==> src/rtl/epp_pkg.sv <==
// epp_pkg: shared types and constants for the EPP register bridge.
//   state_e : bridge FSM states (idle / acknowledge).
//   cyc_e   : type of the EPP cycle being acknowledged.
//   EPP_DATA_W, EPP_ADDR_W : EPP bus and address register widths.
package epp_pkg;

  localparam int unsigned EPP_DATA_W = 8;
  localparam int unsigned EPP_ADDR_W = 8;

  typedef enum logic {
    ST_IDLE,
    ST_ACK
  } state_e;

  typedef enum logic [1:0] {
    CYC_ADDR_WR,
    CYC_ADDR_RD,
    CYC_DATA_WR,
    CYC_DATA_RD
  } cyc_e;

  // Address cycles are released on astb, data cycles on dstb.
  function automatic logic cyc_is_addr(input cyc_e c);
    return (c == CYC_ADDR_WR) || (c == CYC_ADDR_RD);
  endfunction

endpackage

==> src/rtl/sync_ff.sv <==
// sync_ff: multi-stage single-bit synchroniser for asynchronous EPP pins.
//   clk_i  : destination clock
//   rst_ni : asynchronous active-low reset, clears every stage to RST_VAL
//   d_i    : asynchronous input
//   q_o    : synchronised output (STAGES clk_i edges of latency)
module sync_ff #(
  parameter int unsigned STAGES  = 2,
  parameter logic        RST_VAL = 1'b1
) (
  input  logic clk_i,
  input  logic rst_ni,
  input  logic d_i,
  output logic q_o
);

  logic [STAGES-1:0] sync_q;

  always_ff @(posedge clk_i or negedge rst_ni) begin
    if (!rst_ni) begin
      sync_q <= {STAGES{RST_VAL}};
    end else begin
      sync_q <= {sync_q[STAGES-2:0], d_i};
    end
  end

  assign q_o = sync_q[STAGES-1];

endmodule

==> src/rtl/epp_reg_bridge.sv <==
// epp_reg_bridge: Digilent EPP slave mapping host address/data cycles onto
// a bank of NUM_REGS byte registers.
//   mclk, rst_n            : system clock, asynchronous active-low reset
//   usb_astb, usb_dstb     : EPP address / data strobes (active low, async)
//   usb_write              : EPP direction, 0 = host write, 1 = host read
//   usb_db_i/_o/_oe        : split data bus towards the pad tristate
//   usb_wait               : EPP wait/acknowledge
//   reg_wr_data            : host-written slots, slot k at [8k+7:8k]
//   reg_wr_pulse           : one-cycle strobe per slot on host write
//   reg_rd_data            : machine status bytes returned on host reads
//   reg_rd_pulse           : one-cycle strobe per slot on host read
module epp_reg_bridge
  import epp_pkg::*;
#(
  parameter int unsigned NUM_REGS    = 16,
  parameter int unsigned SYNC_STAGES = 2,
  parameter int unsigned AUTO_INC    = 1
) (
  input  logic                    mclk,
  input  logic                    rst_n,
  input  logic                    usb_astb,
  input  logic                    usb_dstb,
  input  logic                    usb_write,
  input  logic [EPP_DATA_W-1:0]   usb_db_i,
  output logic [EPP_DATA_W-1:0]   usb_db_o,
  output logic                    usb_db_oe,
  output logic                    usb_wait,
  output logic [NUM_REGS*8-1:0]   reg_wr_data,
  output logic [NUM_REGS-1:0]     reg_wr_pulse,
  input  logic [NUM_REGS*8-1:0]   reg_rd_data,
  output logic [NUM_REGS-1:0]     reg_rd_pulse
);

  // ---------------------------------------------------------------------
  // Pin synchronisation
  // ---------------------------------------------------------------------
  logic astb_s, dstb_s, write_s;

  sync_ff #(.STAGES(SYNC_STAGES), .RST_VAL(1'b1)) u_sync_astb (
    .clk_i (mclk),
    .rst_ni(rst_n),
    .d_i   (usb_astb),
    .q_o   (astb_s)
  );

  sync_ff #(.STAGES(SYNC_STAGES), .RST_VAL(1'b1)) u_sync_dstb (
    .clk_i (mclk),
    .rst_ni(rst_n),
    .d_i   (usb_dstb),
    .q_o   (dstb_s)
  );

  sync_ff #(.STAGES(SYNC_STAGES), .RST_VAL(1'b1)) u_sync_write (
    .clk_i (mclk),
    .rst_ni(rst_n),
    .d_i   (usb_write),
    .q_o   (write_s)
  );

  // The synchronisers come out of reset reading "released" even when the
  // pin is held low. Arming is withheld until the reset values have been
  // flushed so a strobe held across reset can never arm the bridge.
  logic [SYNC_STAGES-1:0] flush_q;
  logic                   flushed;

  always_ff @(posedge mclk or negedge rst_n) begin
    if (!rst_n) begin
      flush_q <= '0;
    end else begin
      flush_q <= {flush_q[SYNC_STAGES-2:0], 1'b1};
    end
  end

  assign flushed = flush_q[SYNC_STAGES-1];

  // ---------------------------------------------------------------------
  // Address decode: one-hot slot hit and read-data mux (0 when out of range)
  // ---------------------------------------------------------------------
  logic [EPP_ADDR_W-1:0] addr_q, addr_d;
  logic [NUM_REGS-1:0]   addr_hit;
  logic [EPP_DATA_W-1:0] rd_byte;

  always_comb begin
    addr_hit = '0;
    rd_byte  = '0;
    for (int unsigned k = 0; k < NUM_REGS; k++) begin
      if (addr_q == EPP_ADDR_W'(k)) begin
        addr_hit[k] = 1'b1;
        rd_byte     = reg_rd_data[8*k +: 8];
      end
    end
  end

  // ---------------------------------------------------------------------
  // FSM state and datapath registers
  // ---------------------------------------------------------------------
  state_e                state_q, state_d;
  cyc_e                  cyc_q, cyc_d;
  logic                  armed_q, armed_d;
  logic                  wait_q, wait_d;
  logic                  oe_q, oe_d;
  logic [EPP_DATA_W-1:0] dbo_q, dbo_d;
  logic [NUM_REGS*8-1:0] regs_q, regs_d;
  logic [NUM_REGS-1:0]   wr_pulse_q, wr_pulse_d;
  logic [NUM_REGS-1:0]   rd_pulse_q, rd_pulse_d;

  always_ff @(posedge mclk or negedge rst_n) begin
    if (!rst_n) begin
      state_q    <= ST_IDLE;
      cyc_q      <= CYC_ADDR_WR;
      addr_q     <= '0;
      armed_q    <= 1'b0;
      wait_q     <= 1'b0;
      oe_q       <= 1'b0;
      dbo_q      <= '0;
      regs_q     <= '0;
      wr_pulse_q <= '0;
      rd_pulse_q <= '0;
    end else begin
      state_q    <= state_d;
      cyc_q      <= cyc_d;
      addr_q     <= addr_d;
      armed_q    <= armed_d;
      wait_q     <= wait_d;
      oe_q       <= oe_d;
      dbo_q      <= dbo_d;
      regs_q     <= regs_d;
      wr_pulse_q <= wr_pulse_d;
      rd_pulse_q <= rd_pulse_d;
    end
  end

  logic released;

  always_comb begin
    state_d    = state_q;
    cyc_d      = cyc_q;
    addr_d     = addr_q;
    armed_d    = armed_q;
    wait_d     = wait_q;
    oe_d       = oe_q;
    dbo_d      = dbo_q;
    regs_d     = regs_q;
    wr_pulse_d = '0;
    rd_pulse_d = '0;
    released   = 1'b0;

    unique case (state_q)
      ST_IDLE: begin
        if (!astb_s && !dstb_s) begin
          // Both strobes low is a protocol error: disarm, no side effects.
          armed_d = 1'b0;
        end else if (!armed_q) begin
          if (astb_s && dstb_s && flushed) begin
            armed_d = 1'b1;
          end
        end else if (!astb_s) begin
          state_d = ST_ACK;
          wait_d  = 1'b1;
          if (!write_s) begin
            cyc_d  = CYC_ADDR_WR;
            addr_d = usb_db_i;
          end else begin
            cyc_d = CYC_ADDR_RD;
            dbo_d = addr_q;
            oe_d  = 1'b1;
          end
        end else if (!dstb_s) begin
          state_d = ST_ACK;
          wait_d  = 1'b1;
          if (!write_s) begin
            cyc_d      = CYC_DATA_WR;
            wr_pulse_d = addr_hit;
            for (int unsigned k = 0; k < NUM_REGS; k++) begin
              if (addr_hit[k]) begin
                regs_d[8*k +: 8] = usb_db_i;
              end
            end
          end else begin
            cyc_d      = CYC_DATA_RD;
            dbo_d      = rd_byte;
            oe_d       = 1'b1;
            rd_pulse_d = addr_hit;
          end
        end
      end

      ST_ACK: begin
        released = cyc_is_addr(cyc_q) ? astb_s : dstb_s;
        if (released) begin
          state_d = ST_IDLE;
          wait_d  = 1'b0;
          oe_d    = 1'b0;
          if (!cyc_is_addr(cyc_q) && (AUTO_INC != 0)) begin
            addr_d = addr_q + EPP_ADDR_W'(1);
          end
        end
      end

      default: begin
        state_d = ST_IDLE;
      end
    endcase
  end

  assign usb_db_o     = dbo_q;
  assign usb_db_oe    = oe_q;
  assign usb_wait     = wait_q;
  assign reg_wr_data  = regs_q;
  assign reg_wr_pulse = wr_pulse_q;
  assign reg_rd_pulse = rd_pulse_q;

endmodule

==> config.mk <==
export PLATFORM = sky130hd
export DESIGN_NAME = epp_reg_bridge
export DESIGN_NICKNAME = d
export VERILOG_FILES = /design/src/rtl/epp_pkg.sv /design/src/rtl/sync_ff.sv /design/src/rtl/epp_reg_bridge.sv
export SDC_FILE = /design/constraint.sdc
export NUM_CORES = 1
export LEC_CHECK = 0
export BUFFER_PORTS_ARGS = -buffer_cell sky130_fd_sc_hd__buf_2
export CELL_PAD_IN_SITES_DETAIL_PLACEMENT = 0
export CELL_PAD_IN_SITES_GLOBAL_PLACEMENT = 1
export CORE_MARGIN = 2
export CORE_UTILIZATION = 25
export DETAILED_ROUTE_END_ITERATION = 10
export PLACE_DENSITY = 0.53
export SYNTH_ARGS = -nofsm -noshare
export SYNTH_HDL_FRONTEND = slang
export SYNTH_SLANG_ARGS = --single-unit
==> constraint.sdc <==
create_clock -name mclk -period 4 [get_ports mclk]
set_input_delay 0.8 -clock mclk [delete_from_list [all_inputs] [get_ports mclk]]
set_output_delay 0.8 -clock mclk [all_outputs]
set_load 0.01 [all_outputs]
==> results of run 1 <==
-- flip-flops by register name (all words and copies together) (netlist names) --
register	cells
u_sync_write.sync_q	2
state_q	1
cyc_q	1
armed_q	1
addr_q	8
reg_wr_data	128
reg_wr_pulse	16
flush_q	2
u_sync_dstb.sync_q	2
usb_db_oe	1
reg_rd_pulse	16
u_sync_astb.sync_q	2
usb_db_o	8
usb_wait	1
-- path summary, 6_finish.rpt --
check                                                startpoint                              end  depth (start not counted)
worst max register to register            addr_q[5]$_DFFE_PN0P_          usb_db_o[5]$_DFFE_PN0P_                          6
worst max-delay path                      addr_q[5]$_DFFE_PN0P_          usb_db_o[5]$_DFFE_PN0P_                          6
worst min register to register  u_sync_astb.sync_q[0]$_DFF_PN1_  u_sync_astb.sync_q[1]$_DFF_PN1_                          0
worst min-delay path            u_sync_astb.sync_q[0]$_DFF_PN1_  u_sync_astb.sync_q[1]$_DFF_PN1_                          0
max in group asynchronous                                 rst_n      reg_wr_data[14]$_DFFE_PN0P_                          2
min in group asynchronous                                 rst_n      reg_wr_data[96]$_DFFE_PN0P_                          1
-- cells in the mapped netlist (5+ instances only) --
cell | n | area share (%)
nand3_1 | 23 | 1.3
nor2_2 | 6 | 0.42
ha_1 | 7 | 0.98
nor3_4 | 5 | 0.91
a221oi_1 | 7 | 0.69
o31ai_1 | 5 | 0.42
o22ai_1 | 13 | 0.91
nand4_1 | 9 | 0.63
a31oi_1 | 5 | 0.35
o211ai_1 | 6 | 0.51
o21ai_0 | 41 | 2.3
mux2_2 | 128 | 16
clkbuf_1 | 44 | 1.9
nor2b_1 | 8 | 0.56
nor3_1 | 25 | 1.4
a21oi_1 | 45 | 2.5
a22oi_1 | 11 | 0.93
buf_2 | 9 | 0.51
dfstp_2 | 6 | 1.8
and3_1 | 5 | 0.35
a211oi_1 | 10 | 0.84
nand2_1 | 38 | 1.6
o221ai_1 | 7 | 0.69
nor2_1 | 46 | 1.9
dfrtp_1 | 183 | 51
inv_1 | 10 | 0.42
nand3b_1 | 5 | 0.42
-- layer usage --
| metal | vias up | wire length [um] |
|---|---|---|
| met3 | 47 | 3509 |
| met4 | 0 | 867 |
| met5 | - | 0 |
| li1 | 3521 | - |
| met1 | 3916 | 16370 |
| met2 | 377 | 17100 |
-- worst max-delay path, stage by stage (launching register included) --
cell and delay [ns]:
dfrtp_1 0.52, or4_1 0.92, nor2_1 0.86, a21oi_1 0.15
o311ai_0 0.35, a32oi_1 0.16, o22ai_1 0.12
-- logic make-up (layout without fill, tap and decap cells) --
group | count (synthesis) | count (layout) | synth area share, %
multiplexers | 130 | 130 | 16.42
adder cells (fa/ha/maj) | 7 | 7 | 0.9842
buffers and inverters | 67 | 391 | 3.037
AO/OA/AOI/OAI | 192 | 192 | 14.50
flip-flops | 189 | 189 | 53.23
AND/OR/NAND/NOR | 194 | 194 | 11.78
other | 1 | 1 | 0.04214
-- layout make-up --
| class | count | area share (%) |
|---|---|---|
| Inverter | 13 | 0.4174 |
| Clock inverter | 11 | 1.145 |
| Timing Repair Buffer | 346 | 15.77 |
| Sequential cell | 189 | 40.52 |
| Tap cell | 461 | 4.934 |
| Multi-Input combinational cell | 524 | 33.36 |
| Clock buffer | 21 | 3.853 |
-- power breakdown --
part | total (mW) | internal [mW] | switching (mW)
clock | 1.71 | 0.947 | 0.760
combinational | 1.59 | 0.503 | 1.09
sequential | 2.17 | 2.02 | 0.157
total | 5.47 | 3.47 | 2.00
==> results.yml, run 1 <==
synthesis:
  synth_area_mm2: 0.008899
  synth_edf_count: 0
  syn-num-nets: 928
  ys_warn_count: 0
  synth_flop_cell: "dfrtp_1"
  ys_seq_elements: 189
  synth_area_per_cell_um2: 11.41
  yosysUniqueCellTypes: 65
  ys_seq_area_share_pct: 53.23
  synthCells: 780
  async_reset_ff_share_pct: 100.0
layout:
  layout_common_cells: "buf_2 (309), dfrtp_1 (183), mux2_2 (128)"
  seqCellArea_mm2: 0.004737
  multi_input_area_mm2: 0.003900
  stdcell_area_mm2: 0.01169
  drive_gt1_share_pct: 48.37
  syn_to_final_growth_pct: 31.37
  n_antenna_cell: 0
  fin_cells: 1565
  mostFrequentLayoutCell: "buf_2"
  nNetsFinal: 1239
  fin_util_pct: 33.11
  fillers: 3747
setup_path:
  path_class: "flop to flop"
  worst_ep_required_time_ns: 4.35
  path_max_fanout: 16
  r2r_slack_ns: 0.83
  end_kind: "flop"
  critPathLaunchType: "flop"
  critPathArrivalTime_ns: 3.52
grt:
  gr-total-overflow: 0
  gr-usage-met3_pct: 6.074
  globalRouteMet2Util_pct: 31.97
  use_met1_pct: 26.85
  grt_pass1_vias: 8107
  grt_max_degree: 90
  grt.busiest_layer: "met2"
  grt_usage_pct: 20.32
  grt_first_pass_wirelength_um: 54820
  antenna_found_initial: 0
power_and_ir_drop:
  p_per_area_mw_per_mm2: 467.8
  p_leak_nw: 5.926
  total_power_mw: 5.469
  vdd_drop_max_mv: 0.2091
cts:
  cts_tree: "done"
  clk_latency_ns: 0.43
  clk_pin_slew_ns: 0.07
  h-tree-depth: 4
  postCtsHoldBufs: 0
  post-cts-setup-buffers: 0
  cts_num_sinks: 189
  cts_resized: 0
  cts_buffer_depth: 2
  clk_root_buffer_cell: "clkbuf_16"
  cts-buffers-inserted: 17
timing:
  hold_viol_final: 0
  relSlewSlack_pct: 35.28
  min_period_ns: 3.165
  hold_ws_ns: 0.3494
  worstMarginPinSlew_ns: 0.9672
  setup_tns_ns: 0
  fin_skew_ns: 0.01127
  setup_ws_ns: 0.8346
  rsz0062_at_grt: "false"
  finalMaxSlewViolations: 0
  setup_viol: 0
  finalCritPeriodShare_pct: 79.14
  fmax_mhz: 315.9
floorplanning:
  die-area_mm2: 0.03712
  core_area_mm2: 0.03531
  num_rows: 69
  io-pin-count: 311
  initial_core_util_pct: 25.20
  fp.dieW_um: 192.7
  die_h_um: 192.7
detailed_routing:
  wirelength_um: 37850
  drt_iter0_drc: 475
  via_per_inst: 5.023
  drtPass1Iterations: 4
  wl_per_cell_um: 24.18
  drcViolationCount: 0
  num_vias: 7861
  ant_nets: 0
flow_run:
  drv_cap: 0
placed_design:
  io_buffers: 310
  place_ws_ns: 0.8922
  gp_congestion: 0.9113
  dpl.cell_count: 1533
  postPlaceCellArea_mm2: 0.01111
  dp_hpwl_um: 28350
min_path:
  min_path_type: "flop to flop"
outcome:
  status: "complete, no violations"
Power figures use the tool's default switching activity.
==> run 2: changes to the inputs <==
--- a/config.mk
+++ b/config.mk
@@ -11,7 +11,7 @@
 export CORE_MARGIN = 2
 export CORE_UTILIZATION = 25
 export DETAILED_ROUTE_END_ITERATION = 10
-export PLACE_DENSITY = 0.53
+export PLACE_DENSITY = 0.55
 export SYNTH_ARGS = -nofsm -noshare
 export SYNTH_HDL_FRONTEND = slang
 export SYNTH_SLANG_ARGS = --single-unit
==> constraint.sdc (replaced) <==
create_clock -name mclk -period 2.75 [get_ports mclk]
set_input_delay 0.55 -clock mclk [delete_from_list [all_inputs] [get_ports mclk]]
set_output_delay 0.55 -clock mclk [all_outputs]
set_load 0.01 [all_outputs]
==> results.yml, run 2 (same netlist as run 1, synthesis figures left out) <==
outcome:
  status: "complete, no violations"
power_and_ir_drop:
  power_frac_comb_pct: 31.4
  switching_share_pct: 36.35
  p_leak_nw: 6.168
  clkPwrFrac_pct: 30.9
  p_per_area_mw_per_mm2: 683.9
  vdd_drop_max_mv: 0.3569
  total_power_mw: 8.278
  switchingPower_mw: 3.010
  seqPwrFrac_pct: 37.7
  p_int_mw: 5.269
grt:
  grt_first_pass_wirelength_um: 55680
  gr-usage-met3_pct: 6.292
  globalRouteMet2Util_pct: 32.75
  grt_pass1_vias: 8215
  grt_max_degree: 72
  antenna_found_initial: 2
  gr-total-overflow: 0
  grt.busiest_layer: "met2"
  use_met1_pct: 27.34
  grt_usage_pct: 20.70
detailed_routing:
  via_per_inst: 5.022
  ant_nets: 0
  drcViolationCount: 0
  wl_per_cell_um: 24.21
  num_vias: 8080
  drtPass1Iterations: 5
  wirelength_um: 38960
  drt_iter0_drc: 505
layout:
  nNetsFinal: 1283
  mostFrequentLayoutCell: "buf_2"
  stdcell_area_mm2: 0.01210
  n_antenna_cell: 0
  fin_cells: 1609
  drive_gt1_share_pct: 51.05
  fin_util_pct: 34.28
  largest_reg_flops: 128
  layout_common_cells: "buf_2 (309), dfrtp_1 (183), mux2_2 (128)"
  syn_to_final_growth_pct: 36.02
cts:
  clk_latency_ns: 0.44
  postCtsHoldBufs: 0
  cts-buffers-inserted: 17
  h-tree-depth: 4
  clk_root_buffer_cell: "clkbuf_16"
  cts_tree: "done"
  cts_buffer_depth: 2
  cts_num_sinks: 189
  clk_pin_slew_ns: 0.07
timing:
  setup_viol: 0
  rsz0062_at_grt: "true"
  hold_ws_ns: 0.1421
  fin_skew_ns: 0.01162
  relSlewSlack_pct: 54.61
  fmax_mhz: 375.8
  hold_viol_final: 0
  finalMaxSlewViolations: 0
  worstMarginPinSlew_ns: 0.6757
  min_period_ns: 2.661
  finalCritPeriodShare_pct: 96.75
floorplanning:
  core_area_mm2: 0.03531
  initial_core_util_pct: 25.20
  fp.dieW_um: 192.7
  die_h_um: 192.7
  io-pin-count: 311
  die-area_mm2: 0.03712
  num_rows: 69
setup_path:
  critPathArrivalTime_ns: 3.02
  path_class: "flop to flop"
  end_kind: "flop"
  critPathLaunchType: "flop"
  worst_ep_required_time_ns: 3.11
  path_max_fanout: 6
placed_design:
  gp_congestion: 0.9093
  dp_hpwl_um: 29330
  dpl.cell_count: 1575
  postPlaceCellArea_mm2: 0.01147
  io_buffers: 310
min_path:
  min_path_type: "input port to asynchronous set/reset pin"
flow_run:
  drv_cap: 0
==> run 2: path summary, 6_finish.rpt <==
check	from	end	slack (ns)	cells after the start
min in group mclk	usb_dstb	u_sync_dstb.sync_q[0]$_DFF_PN1_	0.22	1
setup reg to reg	addr_q[0]$_DFFE_PN0P_	usb_db_o[5]$_DFFE_PN0P_	0.09	9
hold / removal	rst_n	reg_wr_data[127]$_DFFE_PN0P_	0.14	1
hold reg to reg	u_sync_dstb.sync_q[0]$_DFF_PN1_	u_sync_dstb.sync_q[1]$_DFF_PN1_	0.36	0
setup / recovery	addr_q[0]$_DFFE_PN0P_	usb_db_o[5]$_DFFE_PN0P_	0.09	9
max in group asynchronous	rst_n	u_sync_write.sync_q[0]$_DFF_PN1_	1.92	2
==> run 2: timing repair <==
action / 4_1_cts / 5_1_grt
endpoints found under the setup margin: 0 / 5
setup buffers: 0 / 2
resized for setup: 0 / 7
endpoints found under the hold margin: 0 / 0
==> run 2: cell type report <==
type | count | area (um2)
fillers | 3655 | 23210
flip-flops and latches | 189 | 4737
multi-input cells | 524 | 3940
repair buffers | 390 | 2198
well taps | 461 | 576.8
clock buffers | 21 | 470.5
clock inverters | 11 | 128.9
inverters | 13 | 52.55
==> run 2: critical path: stages, from the launching register on <==
cell and delay, ns:
dfrtp_1 0.42, inv_1 0.16, ha_1 0.30, or3b_2 0.57, nor3_1 0.19, buf_4 0.18
a221oi_1 0.08, o311ai_1 0.39, a32oi_1 0.17, o22ai_1 0.14
==> run 2: power by group through the flow <==
stage / registers (mW) / logic (mW) / clock network, mW
finish: 3.12 / 2.60 / 2.56
floorplan: 3.12 / 1.32 / 0
global route: 3.15 / 2.78 / 2.75
detailed placement: 3.17 / 2.54 / 0
CTS: 3.12 / 2.55 / 2.65
global placement: 3.17 / 2.53 / 0
==> run 2: per-layer routing <==
layer  vias to the layer above  wire length, um
met3                        46             3653
met4                         4              779
met2                       384            17520
met5                         -               22
li1                       3607                -
met1                      4039            16980
==> run 2: metrics by stage <==
step | TNS [ns] | worst slack, ns
final | 0 | 0.08932
after global routing | -0.01456 | -0.01456
after CTS | 0 | 0.0004234
after detailed placement | 0 | 0.03134
after global placement | 0 | 0.04192
after floorplan | 0 | 0.0006675
